File: src/rtl/psum_accumulator_if.sv
// Product-in / psum-out handshake bundle for the partial-sum accumulator.
// The accumulator takes the slave side; the upstream PE and the psum sink take the master side.
interface psum_accumulator_if #(
   parameter int DATA_WIDTH_PROD = 16,
   parameter int DATA_WIDTH_SUM  = 20,
   parameter int PSUM_DEPTH      = 4
);
   localparam int IDX_W = (PSUM_DEPTH > 1) ? $clog2(PSUM_DEPTH) : 1;

   logic                              prod_valid_i;
   logic                              prod_ready_o;
   logic signed [DATA_WIDTH_PROD-1:0] prod_i;
   logic                              psum_valid_o;
   logic                              psum_ready_i;
   logic signed [DATA_WIDTH_SUM-1:0]  psum_o;
   logic        [IDX_W-1:0]           psum_idx_o;

   modport master (
      output prod_valid_i, prod_i, psum_ready_i,
      input  prod_ready_o, psum_valid_o, psum_o, psum_idx_o
   );

   modport slave (
      input  prod_valid_i, prod_i, psum_ready_i,
      output prod_ready_o, psum_valid_o, psum_o, psum_idx_o
   );
endinterface

File: src/rtl/psum_accumulator.sv
// Accumulates signed products round-robin into PSUM_DEPTH psum entries; after ACC_LEN
// full passes the finished psums are drained one per handshake, then accumulation resumes.
module psum_accumulator #(
   parameter int DATA_WIDTH_PROD = 16,
   parameter int DATA_WIDTH_SUM  = 20,
   parameter int PSUM_DEPTH      = 4,
   parameter int ACC_LEN         = 3
) (
   input  logic               clk_i,
   input  logic               rst_i,
   input  logic               clear_i,
   output logic               busy_o,
   psum_accumulator_if.slave  bus
);
   localparam int IDX_W  = (PSUM_DEPTH > 1) ? $clog2(PSUM_DEPTH) : 1;
   localparam int PASS_W = (ACC_LEN > 1) ? $clog2(ACC_LEN) : 1;
   localparam logic [IDX_W-1:0]  LAST_IDX  = IDX_W'(PSUM_DEPTH - 1);
   localparam logic [PASS_W-1:0] LAST_PASS = PASS_W'(ACC_LEN - 1);

   typedef enum logic {
      ST_ACCUM,
      ST_DRAIN
   } state_e;

   state_e                           state;
   logic        [IDX_W-1:0]          idx;
   logic        [PASS_W-1:0]         pass;
   logic        [IDX_W-1:0]          drain_idx;
   logic signed [DATA_WIDTH_SUM-1:0] entries [PSUM_DEPTH];
   logic signed [DATA_WIDTH_SUM-1:0] psum_q;
   logic                             psum_valid_q;
   logic                             prod_ready_q;
   logic                             busy_q;

   logic signed [DATA_WIDTH_SUM-1:0] prod_ext;
   logic                             prod_fire;
   logic                             psum_fire;

   assign prod_ext  = DATA_WIDTH_SUM'($signed(bus.prod_i));
   assign prod_fire = prod_ready_q && bus.prod_valid_i;
   assign psum_fire = psum_valid_q && bus.psum_ready_i;

   assign bus.prod_ready_o = prod_ready_q;
   assign bus.psum_valid_o = psum_valid_q;
   assign bus.psum_o       = psum_q;
   assign bus.psum_idx_o   = drain_idx;
   assign busy_o           = busy_q;

   // NOTE: the psum entries are reset along with the control state so that a reset
   // leaves no residue at all; clear_i deliberately skips them because pass 0 overwrites.
   always_ff @(posedge clk_i or posedge rst_i) begin
      if (rst_i) begin
         state        <= ST_ACCUM;
         idx          <= '0;
         pass         <= '0;
         drain_idx    <= '0;
         psum_q       <= '0;
         psum_valid_q <= 1'b0;
         prod_ready_q <= 1'b1;
         busy_q       <= 1'b0;
         for (int i = 0; i < PSUM_DEPTH; i++) begin
            entries[i] <= '0;
         end
      end else if (clear_i) begin
         state        <= ST_ACCUM;
         idx          <= '0;
         pass         <= '0;
         drain_idx    <= '0;
         psum_valid_q <= 1'b0;
         prod_ready_q <= 1'b1;
         busy_q       <= 1'b0;
      end else begin
         case (state)
            ST_ACCUM: begin
               if (prod_fire) begin
                  entries[idx] <= (pass == '0) ? prod_ext : entries[idx] + prod_ext;
                  busy_q       <= 1'b1;
                  if (idx == LAST_IDX) begin
                     idx <= '0;
                     if (pass == LAST_PASS) begin
                        // Entry 0 is already final here, so the drain starts without a bubble.
                        pass         <= '0;
                        drain_idx    <= '0;
                        psum_q       <= entries[0];
                        psum_valid_q <= 1'b1;
                        prod_ready_q <= 1'b0;
                        state        <= ST_DRAIN;
                     end else begin
                        pass <= pass + PASS_W'(1);
                     end
                  end else begin
                     idx <= idx + IDX_W'(1);
                  end
               end
            end

            ST_DRAIN: begin
               if (psum_fire) begin
                  if (drain_idx == LAST_IDX) begin
                     drain_idx    <= '0;
                     psum_valid_q <= 1'b0;
                     prod_ready_q <= 1'b1;
                     busy_q       <= 1'b0;
                     state        <= ST_ACCUM;
                  end else begin
                     drain_idx <= drain_idx + IDX_W'(1);
                     psum_q    <= entries[drain_idx + IDX_W'(1)];
                  end
               end
            end

            default: state <= ST_ACCUM;
         endcase
      end
   end
endmodule
File: src/flat_wrapper.sv
// flat-port wrapper written by rule: the top's interface ports become plain ports
module psum_accumulator_flat 
#(
   parameter int DATA_WIDTH_PROD = 16,
   parameter int DATA_WIDTH_SUM  = 20,
   parameter int PSUM_DEPTH      = 4,
   parameter int ACC_LEN         = 3
)
  (clk_i, rst_i, clear_i, busy_o, bus_prod_valid_i, bus_prod_i, bus_psum_ready_i, bus_prod_ready_o, bus_psum_valid_o, bus_psum_o, bus_psum_idx_o);
  psum_accumulator_if #(.DATA_WIDTH_PROD(DATA_WIDTH_PROD), .DATA_WIDTH_SUM(DATA_WIDTH_SUM), .PSUM_DEPTH(PSUM_DEPTH)) bus_i ();
  input  logic clk_i;
  input  logic rst_i;
  input  logic clear_i;
  output logic busy_o;
  input wire logic [$bits(bus_i.prod_valid_i)-1:0] bus_prod_valid_i;
  input wire logic [$bits(bus_i.prod_i)-1:0] bus_prod_i;
  input wire logic [$bits(bus_i.psum_ready_i)-1:0] bus_psum_ready_i;
  output wire logic [$bits(bus_i.prod_ready_o)-1:0] bus_prod_ready_o;
  output wire logic [$bits(bus_i.psum_valid_o)-1:0] bus_psum_valid_o;
  output wire logic [$bits(bus_i.psum_o)-1:0] bus_psum_o;
  output wire logic [$bits(bus_i.psum_idx_o)-1:0] bus_psum_idx_o;
  assign bus_i.prod_valid_i = bus_prod_valid_i;
  assign bus_i.prod_i = bus_prod_i;
  assign bus_i.psum_ready_i = bus_psum_ready_i;
  assign bus_prod_ready_o = bus_i.prod_ready_o;
  assign bus_psum_valid_o = bus_i.psum_valid_o;
  assign bus_psum_o = bus_i.psum_o;
  assign bus_psum_idx_o = bus_i.psum_idx_o;
  psum_accumulator #(.DATA_WIDTH_PROD(DATA_WIDTH_PROD), .DATA_WIDTH_SUM(DATA_WIDTH_SUM), .PSUM_DEPTH(PSUM_DEPTH), .ACC_LEN(ACC_LEN)) u_core (.clk_i(clk_i), .rst_i(rst_i), .clear_i(clear_i), .busy_o(busy_o), .bus(bus_i));
endmodule
File: config.mk
export PLATFORM = sky130hd
export DESIGN_NAME = psum_accumulator_flat
export DESIGN_NICKNAME = d
export VERILOG_FILES = /design/src/rtl/psum_accumulator_if.sv /design/src/rtl/psum_accumulator.sv /design/src/flat_wrapper.sv
export SDC_FILE = /design/constraint.sdc
export NUM_CORES = 1
export LEC_CHECK = 0
export ABC_AREA = 1
export BUFFER_PORTS_ARGS = -buffer_cell sky130_fd_sc_hd__buf_2
export CAP_MARGIN = 30
export CORE_MARGIN = 2
export CORE_UTILIZATION = 45
export CTS_CLUSTER_DIAMETER = 200
export DETAILED_ROUTE_END_ITERATION = 7
export PLACE_DENSITY = 0.59
export SYNTH_ARGS = -nofsm -noshare
export SYNTH_HDL_FRONTEND = slang
export SYNTH_SLANG_ARGS = --single-unit
File: constraint.sdc
create_clock -name clk_i -period 3.55 [get_ports clk_i]
set_clock_uncertainty 0.1 [all_clocks]
set_input_delay 0.1775 -clock clk_i [delete_from_list [all_inputs] [get_ports clk_i]]
set_output_delay 0.1775 -clock clk_i [all_outputs]
set_load 0.01 [all_outputs]
==> results of run 1 <==
## cells by family (layout without fill, tap and decap cells)
family | Yosys count | in the layout | synth area share, %
and+or+nand+nor | 436 | 436 | 26.3
AOI/OAI and AO/OA | 213 | 213 | 19.3
buffers and inverters | 131 | 165 | 8.05
DFF | 110 | 110 | 40.4
adders and majority gates | 25 | 25 | 4.70
xor gates and xnor gates | 6 | 6 | 0.770
muxes | 3 | 3 | 0.495
## cell usage after synthesis, drive strengths merged
master,count,share of area [%]
mux2,3,0.50
o21bai,2,0.22
xor2,1,0.13
inv,86,4.7
nand3,55,4.0
a21oi,49,3.8
a32oi,1,0.13
o211ai,17,1.9
xnor2,5,0.64
o21ai,82,6.2
o21a,17,1.9
nor3,3,0.22
o22ai,13,1.2
nand2,300,17
ha,24,4.4
o2111ai,1,0.13
clkbuf,24,1.3
o311ai,16,2.1
clkinv,2,0.11
nor2,62,3.9
nand4,4,0.37
o31ai,1,0.11
dfrtp,109,40
o32ai,2,0.26
buf,19,1.9
fa,1,0.29
o41ai,1,0.13
a211oi,1,0.11
dfstp,1,0.39
nand3b,2,0.22
and2,4,0.37
or2,6,0.55
o22a,10,1.3
## worst paths after layout
kind	start	endpoint	slack (ns)	depth (start not counted)
setup / recovery	u_core.idx[1]	u_core.entries[77]	0.45	16
hold / removal	bus_prod_valid_i	u_core.state	0.09	3
setup reg to reg	u_core.idx[1]	u_core.entries[77]	0.45	16
hold reg to reg	u_core.bus.psum_o[4]	u_core.bus.psum_o[4]	0.39	1
max in group asynchronous	rst_i	u_core.entries[16]	2.21	4
min in group asynchronous	rst_i	u_core.bus.psum_idx_o[0]	0.38	3
## power by group through the flow
stage / registers, mW / clock network (mW) / logic (mW)
4_1_cts: 1.71 / 1.15 / 1.32
2_1_floorplan: 1.68 / 0 / 1.00
3_5_place_dp: 1.73 / 0 / 1.31
5_1_grt: 1.75 / 1.20 / 1.52
6_report: 1.72 / 1.13 / 1.32
3_3_place_gp: 1.74 / 0 / 1.30
## final cells by class
| class | count | area (µm²) |
|---|---|---|
| Fill cell | 1515 | 7480 |
| Multi-Input combinational cell | 683 | 3520 |
| Timing Repair Buffer | 61 | 388 |
| Sequential cell | 110 | 2750 |
| Clock inverter | 7 | 104 |
| Tap cell | 188 | 235 |
| Clock buffer | 9 | 225 |
| Inverter | 88 | 333 |
## registers in the layout (all words and copies together) (netlist names)
signal / cells
u_core.entries: 80
u_core.bus.psum_o: 20
u_core.bus.psum_idx_o: 2
u_core.idx: 2
u_core.pass: 2
u_core.bus.prod_ready_o: 1
u_core.bus.psum_valid_o: 1
u_core.busy_o: 1
u_core.state: 1
## stage by stage
| step | instances | setup WS, ns |
|---|---|---|
| 2_1_floorplan | 924 | 0.372 |
| 3_3_place_gp | 1128 | 0.497 |
| 3_5_place_dp | 1128 | 0.506 |
| 4_1_cts | 1146 | 0.475 |
| 5_1_grt | 1146 | 0.0909 |
| 6_report | 1146 | 0.454 |
## metal layers
metal	vias up	share of wire, %	track usage [%]
met3	41	4.7	3.77
met4	0	3.3	9.76
li1	3125	-	-
met5	-	0	0
met2	179	47	44.7
met1	3013	44	34.7
## critical path: stages, from the launching register on
cell     delay [ns]
dfrtp_1        0.38
inv_1          0.28
buf_4          0.25
o21ai_0        0.11
o22ai_1        0.34
ha_1           0.36
nand2_1        0.11
inv_1          0.05
a21oi_1        0.19
nand3_1        0.16
nand2_1        0.12
nand2_1        0.06
nand2_1        0.05
nand3_1        0.10
nand2_1        0.22
nand2_1        0.08
nand2_1        0.08
## timing repair
action	in CTS	in global routing
hold buffers	2	0
resized for setup	0	0
buffers inserted	0	0
hold endpoints to repair	58	0
==> out/results.txt, run 1 <==
Summing every instance area after synthesis gives 6820 µm². The post-CTS clock slew at the launch and capture registers of the worst setup and hold paths was 0.08 ns; the detailed-route vias per instance was 5.55. Entering global routing, the biggest net connects 60 pins.

During I/O placement, the number of pins put on the boundary was 46. The routed design could run at a clock period as short as 3.10 ns. The library cell used most frequently in the layout, excluding fill and tap cells, is nand2_1. Summed over all failing endpoints, the final setup total negative slack is 0 ns.

The count of vias placed by the detailed router is 6,358, and the leakage component of the power is 3.89 nW. In this run, flip-flops and latches consume 41.2% of the power. The tools report the total count of max-transition violations in the final report as 0. Per report_power, the clock group accounts for 27.1% of the total. For the pin with the worst max-slew slack, the measured transition is 1.05 ns.

TritonCTS built the clock tree. The deepest level of the CTS H-tree is 3, and the remaining routing DRC violations is 0. After synthesis the netlist holds a flip-flop and latch count of 110. In this run the cell area measured after placement is 7210 µm². The mean cell area of the mapped netlist was 7.38 µm²; the routability congestion estimate was 0.837.

STA puts the critical path data required time at 3.76 ns. The wire length per cell after detailed routing was 18.0 µm; the number of clock sinks seen by CTS was 110. The first global-routing pass estimated 33,000 µm of wire. For the worst-skew pair later-pin latency, the log shows 0.37 ns. The longest clock path from root to sink contains 2 buffers.

The number of nets handed over by synthesis was 970. Total die area: 16,200 µm². The worst-case IR drop observed on VDD is 300 µV. Setup repair after global routing left no endpoint under its margin. The utilization after layout is 50.3%, and the total of endpoints with negative setup slack in the final report is 0. The switching share of total power was 36.9%; the y dimension of the die was 127 µm. The run gives 9 as the number of buffers added by the clock tree synthesis step. The run gives 0 as the number of antenna violations at the first check in global routing. Total count of hold-check failures in the final report: 0.

In the finished design, the share of the clock period the worst path needs comes to 87.2%. The initial DRC count was 406; the standard cell core area was 15,000 µm². The worst hold path belongs to the class in -> reg. The final layout contains routed wiring with a total length of 20,600 µm. For this run, the post-layout net count is 999. Yosys printed 0 warnings. The width of the die was 127 µm; the post-DP HPWL was 13,800 µm.

The critical path in this run is classified as reg -> reg. The top cell types in the final layout, fill and taps aside, are nand2_1, dfrtp_1, inv_1, o21ai_0, nor2_1. For the number of max-capacitance violations reported, the log shows 0.

The tools report the headroom to the max-slew limit as 29.8%. The run gives 0.0947 ns as the worst hold slack. The combined global-route utilization of all metal layers is 26.4%, and the ratio of cells with drive above 1 in the final layout is 10.2%. The repair_antennas step left the layout with diodes totalling 0. Synthesis handed over a netlist of 924 instances.

The tools report the via count of the first global-routing pass as 6,124. The tools report the number of nets with antenna violations after routing as 0. The number of optimization iterations in the first detailed-route pass came out at 5. STA classifies the critical path startpoint as a flip-flop. Part of the total power dissipated in combinational logic: 31.7%. The tree is rooted in a clkbuf_16.

The worst setup path is captured at a flip-flop. The run gives 2.64 mW as the internal cell power. For the sum of overflow across all layers after global routing, the log shows 0. The logs give 3.31 ns for the data arrival time of the critical path and 40.4% for the sequential cell area fraction in the yosys report. Number of rows created at floorplan: 45. From synthesis to final layout, the design area changed by 10.8%. The tools report the count of unique library cells instantiated by Yosys as 45. The flow ran to the end, and the final reports show no timing, DRC or antenna violations. For this design the ratio of total power to cell area is 553 nW/µm².

Along the worst path, the maximum fanout reaches 12. The post-route cell area is 7560 µm². Timing would allow up to 323 MHz. Port buffer count: 45. The switching power was 1.54 mW.

Once the floorplan was initialized, standard cells occupied 45.4% of the core. The overall power of the completed layout is 4.18 mW.
Note: power is estimated with default switching activity, not from simulation.
==> run 2, diff against run 1 <==
--- a/config.mk
+++ b/config.mk
@@ -6,13 +6,13 @@
 export NUM_CORES = 1
 export LEC_CHECK = 0
 export ABC_AREA = 1
-export BUFFER_PORTS_ARGS = -buffer_cell sky130_fd_sc_hd__buf_2
+export BUFFER_PORTS_ARGS = -buffer_cell sky130_fd_sc_hd__buf_4
 export CAP_MARGIN = 30
 export CORE_MARGIN = 2
 export CORE_UTILIZATION = 45
 export CTS_CLUSTER_DIAMETER = 200
 export DETAILED_ROUTE_END_ITERATION = 7
-export PLACE_DENSITY = 0.59
+export GPL_TIMING_DRIVEN = 0
 export SYNTH_ARGS = -nofsm -noshare
 export SYNTH_HDL_FRONTEND = slang
 export SYNTH_SLANG_ARGS = --single-unit
==> run 2 against run 1 <==
  * Wire length increased by 9.2%
  * Die area unchanged
  * Worst setup slack got worse by 0.22 ns
==> out/results.txt, run 2 (synthesized netlist as in run 1, its figures left out) <==
STA classifies the critical path startpoint as a flip-flop. At the end of the flow, the number of nets in the layout was 1,027. The run gives 34,600 µm as the global-route wire length before repair. The clock tree root driver cell is clkbuf_16. The floorplan step defined a die boundary enclosing 16,200 µm². The H-tree generated during clock tree synthesis spans 3 levels. The worst hold path belongs to the class in -> reg. The register with the most flip-flops in the layout has 80 of them.

The run gives 40.1% as the sequential group share of total power. The run finished with clean final reports. Of the cells placed in the final design, the portion with a size suffix greater than 1 is 11.9%. For this run the aggregate overflow at the end of global routing stands at 0. On the worst path, the slowest cell contributes a delay of 0.53 ns.

The switching share of total power is 36.7%, and the combined global-route utilization of all metal layers is 28.2%. Total count of hold-check failures in the final report: 0. TritonCTS built the clock tree. The internal power of the cells totals 2.72 mW. The tools report the pin count of the biggest net entering global routing as 58.

The endpoint class of the critical path was a flip-flop. The run gives 1.57 mW as the switching power. The via count of the first global-routing pass is 6,184.

The pre-antenna-repair detailed-routing pass consisted of 7 iterations. Counting I/O delays and the setup requirement, the final critical path takes 3.31 ns. The run gives 284 µV as the peak ir drop on the vdd network.

The number of instances in the placed design is 1,157, and the number of max-capacitance violations reported is 0. Post-CTS timing repair inserted 0 buffers for setup. The repair_antennas step left the layout with diodes totalling 0. The leading cell type in the layout, fill and taps excluded was nand2_1.

The register with the highest flop count was u_core.entries. The number of cells on the worst reg-to-reg path is 13. Counting every sink on the clock net gives 110.

The worst path uses 93.3% of the clock period. The first routing iteration left 612 violations. The filler cell count was 1,517; the port buffer count was 44.

The initial utilization of the core area, before any placement, comes to 45.4%. The power per standard cell area came out at 549 nW/µm². Setup violations remaining at the end of the flow were counted as 0. At the later pin of the worst-skew pair, clock insertion delay measures 0.36 ns.

Compared with the post-synthesis result, the final layout area differs by 14.7%. Static timing analysis puts the maximum clock frequency at 302 MHz. The finished cells cover 7830 µm². The worst-margin pin slew came out at 0.723 ns. The post-DP HPWL is 16,200 µm. The critical path is of the reg -> reg type. Routability-driven placement finished with a final weighted congestion of 0.906. The tools report the number of buffers added by the clock tree synthesis step as 9. The post-detailed-routing wire length is 22,500 µm. Number of antenna violations at the first check in global routing: 0. Setup slack on the worst reg-to-reg path comes out at 0.24 ns. After clock tree synthesis, the clock-pin slew on the worst setup and hold paths is 0.08 ns.

The cell repeated most along the worst path is nand2_1. The standard cell core area was 15,000 µm²; the critical path data required time was 3.66 ns. The detailed-route vias per instance came out at 5.64. The library cells used most frequently in the layout, excluding fill and tap cells, are nand2_1, dfrtp_1, inv_1, o21ai_0, nor2_1. Of all nets on the critical path, the largest fanout is 11. The area of combinational cells with multiple inputs came out at 3530 µm².

The leakage component of the power came out at 3.98 nW. The met2 track utilization from global routing came out at 44.1%. The headroom to the max-slew limit was 51.3%; the count of vias placed by the detailed router was 6,624.

For this design the top-level I/O count stands at 46. The global-route met3 utilization is 5.23%, and the data arrival time of the critical path is 3.42 ns. The tools report the part of the total power dissipated in combinational logic as 32.2%. Post-detailed-placement cell area: 7420 µm². The run gives 4.29 mW as the overall power of the completed layout. In the final routed layout, each cell accounts on average for 19.1 µm. The layer flagged by global routing as most heavily used is met2.

The finished layout holds 1,174 standard cells, fillers aside. Traced cell by cell, the critical path runs through clkinvlp_4 -> clkbuf_2 -> a21oi_1 -> a21oi_1 -> ha_1 -> nand3_1 -> nand3_2 -> nand2_1 -> nand2_1 -> xnor2_1 -> nand2_1 -> o21ai_0 -> o21ai_0. Setup repair after global routing left no endpoint under its margin. Summing all flip-flop and latch instances after layout gives 2750 µm². For this run, design rule violations remaining after detail routing come to 0.

The logs give 27.7% for the fraction of power consumed by the clock network and 2 for the largest buffer count on any clock path. The number of nets with antenna violations after routing is 0, and the number of rows created at floorplan is 45. The die is 127 µm tall. The cell count of the worst hold path is 3, and the total count of max-transition violations in the final report is 0.

The highest-delay cell along the critical path was dfrtp_1. For the met1 capacity usage during global routing, the log shows 39.1%. The width of the die was 127 µm.
## run 2: cell count changes in the layout (fill, tap and decap cells not counted), sizes merged
cell	previous run	this run
clkbuf	9	30
inv	89	86
buf	59	66
bufinv	2	3
clkinvlp	0	4
clkinv	4	2
## run 2: per-layer routing
metal	share of wire, %	vias up
met2	46	278
met1	44	3116
li1	-	3183
met4	3.3	0
met5	0	-
met3	7.4	47
## run 2: power groups by stage
stage / Clock (mW) / Combinational [mW] / Sequential [mW]
2_1_floorplan: 0 / 1.00 / 1.68
4_1_cts: 1.19 / 1.35 / 1.72
6_report: 1.19 / 1.38 / 1.72
3_5_place_dp: 0 / 1.34 / 1.74
3_3_place_gp: 0 / 1.32 / 1.74
5_1_grt: 1.23 / 1.56 / 1.75
## run 2: cell type report
| type | count | share of cell area (%) |
|---|---|---|
| inverter | 88 | 4.30 |
| tap | 188 | 3.01 |
| clock inverter | 7 | 1.55 |
| timing repair buffer | 47 | 4.83 |
| sequential | 110 | 35.2 |
| buffer | 42 | 3.10 |
| clock buffer | 9 | 2.88 |
| multi-input combinational | 683 | 45.2 |
## run 2: path summary, 6_finish.rpt
| path | start | endpoint |
|---|---|---|
| max in group asynchronous | rst_i | u_core.entries[36] |
| hold reg to reg | u_core.bus.psum_o[1] | u_core.bus.psum_o[1] |
| min in group asynchronous | rst_i | u_core.busy_o |
| hold / removal | bus_prod_valid_i | u_core.state |
| setup reg to reg | u_core.idx[1] | u_core.entries[67] |
| setup / recovery | u_core.idx[1] | u_core.entries[67] |
## run 2: critical path: cells and delay by family (launching register included)
| family | cells | cell delay, ns |
|---|---|---|
| compound gates | 4 | 0.75 |
| xor+xnor | 1 | 0.16 |
| fa+ha+maj | 1 | 0.37 |
| buf+inv | 2 | 0.62 |
| flops | 1 | 0.53 |
| simple gates | 5 | 0.62 |
## run 2: what timing repair did
action / 4_1_cts / 5_1_grt
hold buffers: 2 / 0
setup endpoints to repair: 48 / 63
endpoints found under the hold margin: 56 / 0
gates cloned: 0 / 0
resized for setup: 4 / 26
## run 2: per-stage QoR
stage          util [%]  setup WS (ns)  hold WS (ns)  TNS (ns)
6_report           52.1          0.238         0.104         0
5_1_grt            52.1         0.0239         0.119         0
4_1_cts            51.8       0.000589         0.107         0
3_5_place_dp       49.3         -0.194         0.269     -4.31
3_3_place_gp       49.1          -1.05         0.356   -117.77
2_1_floorplan         -          0.372         0.318         0
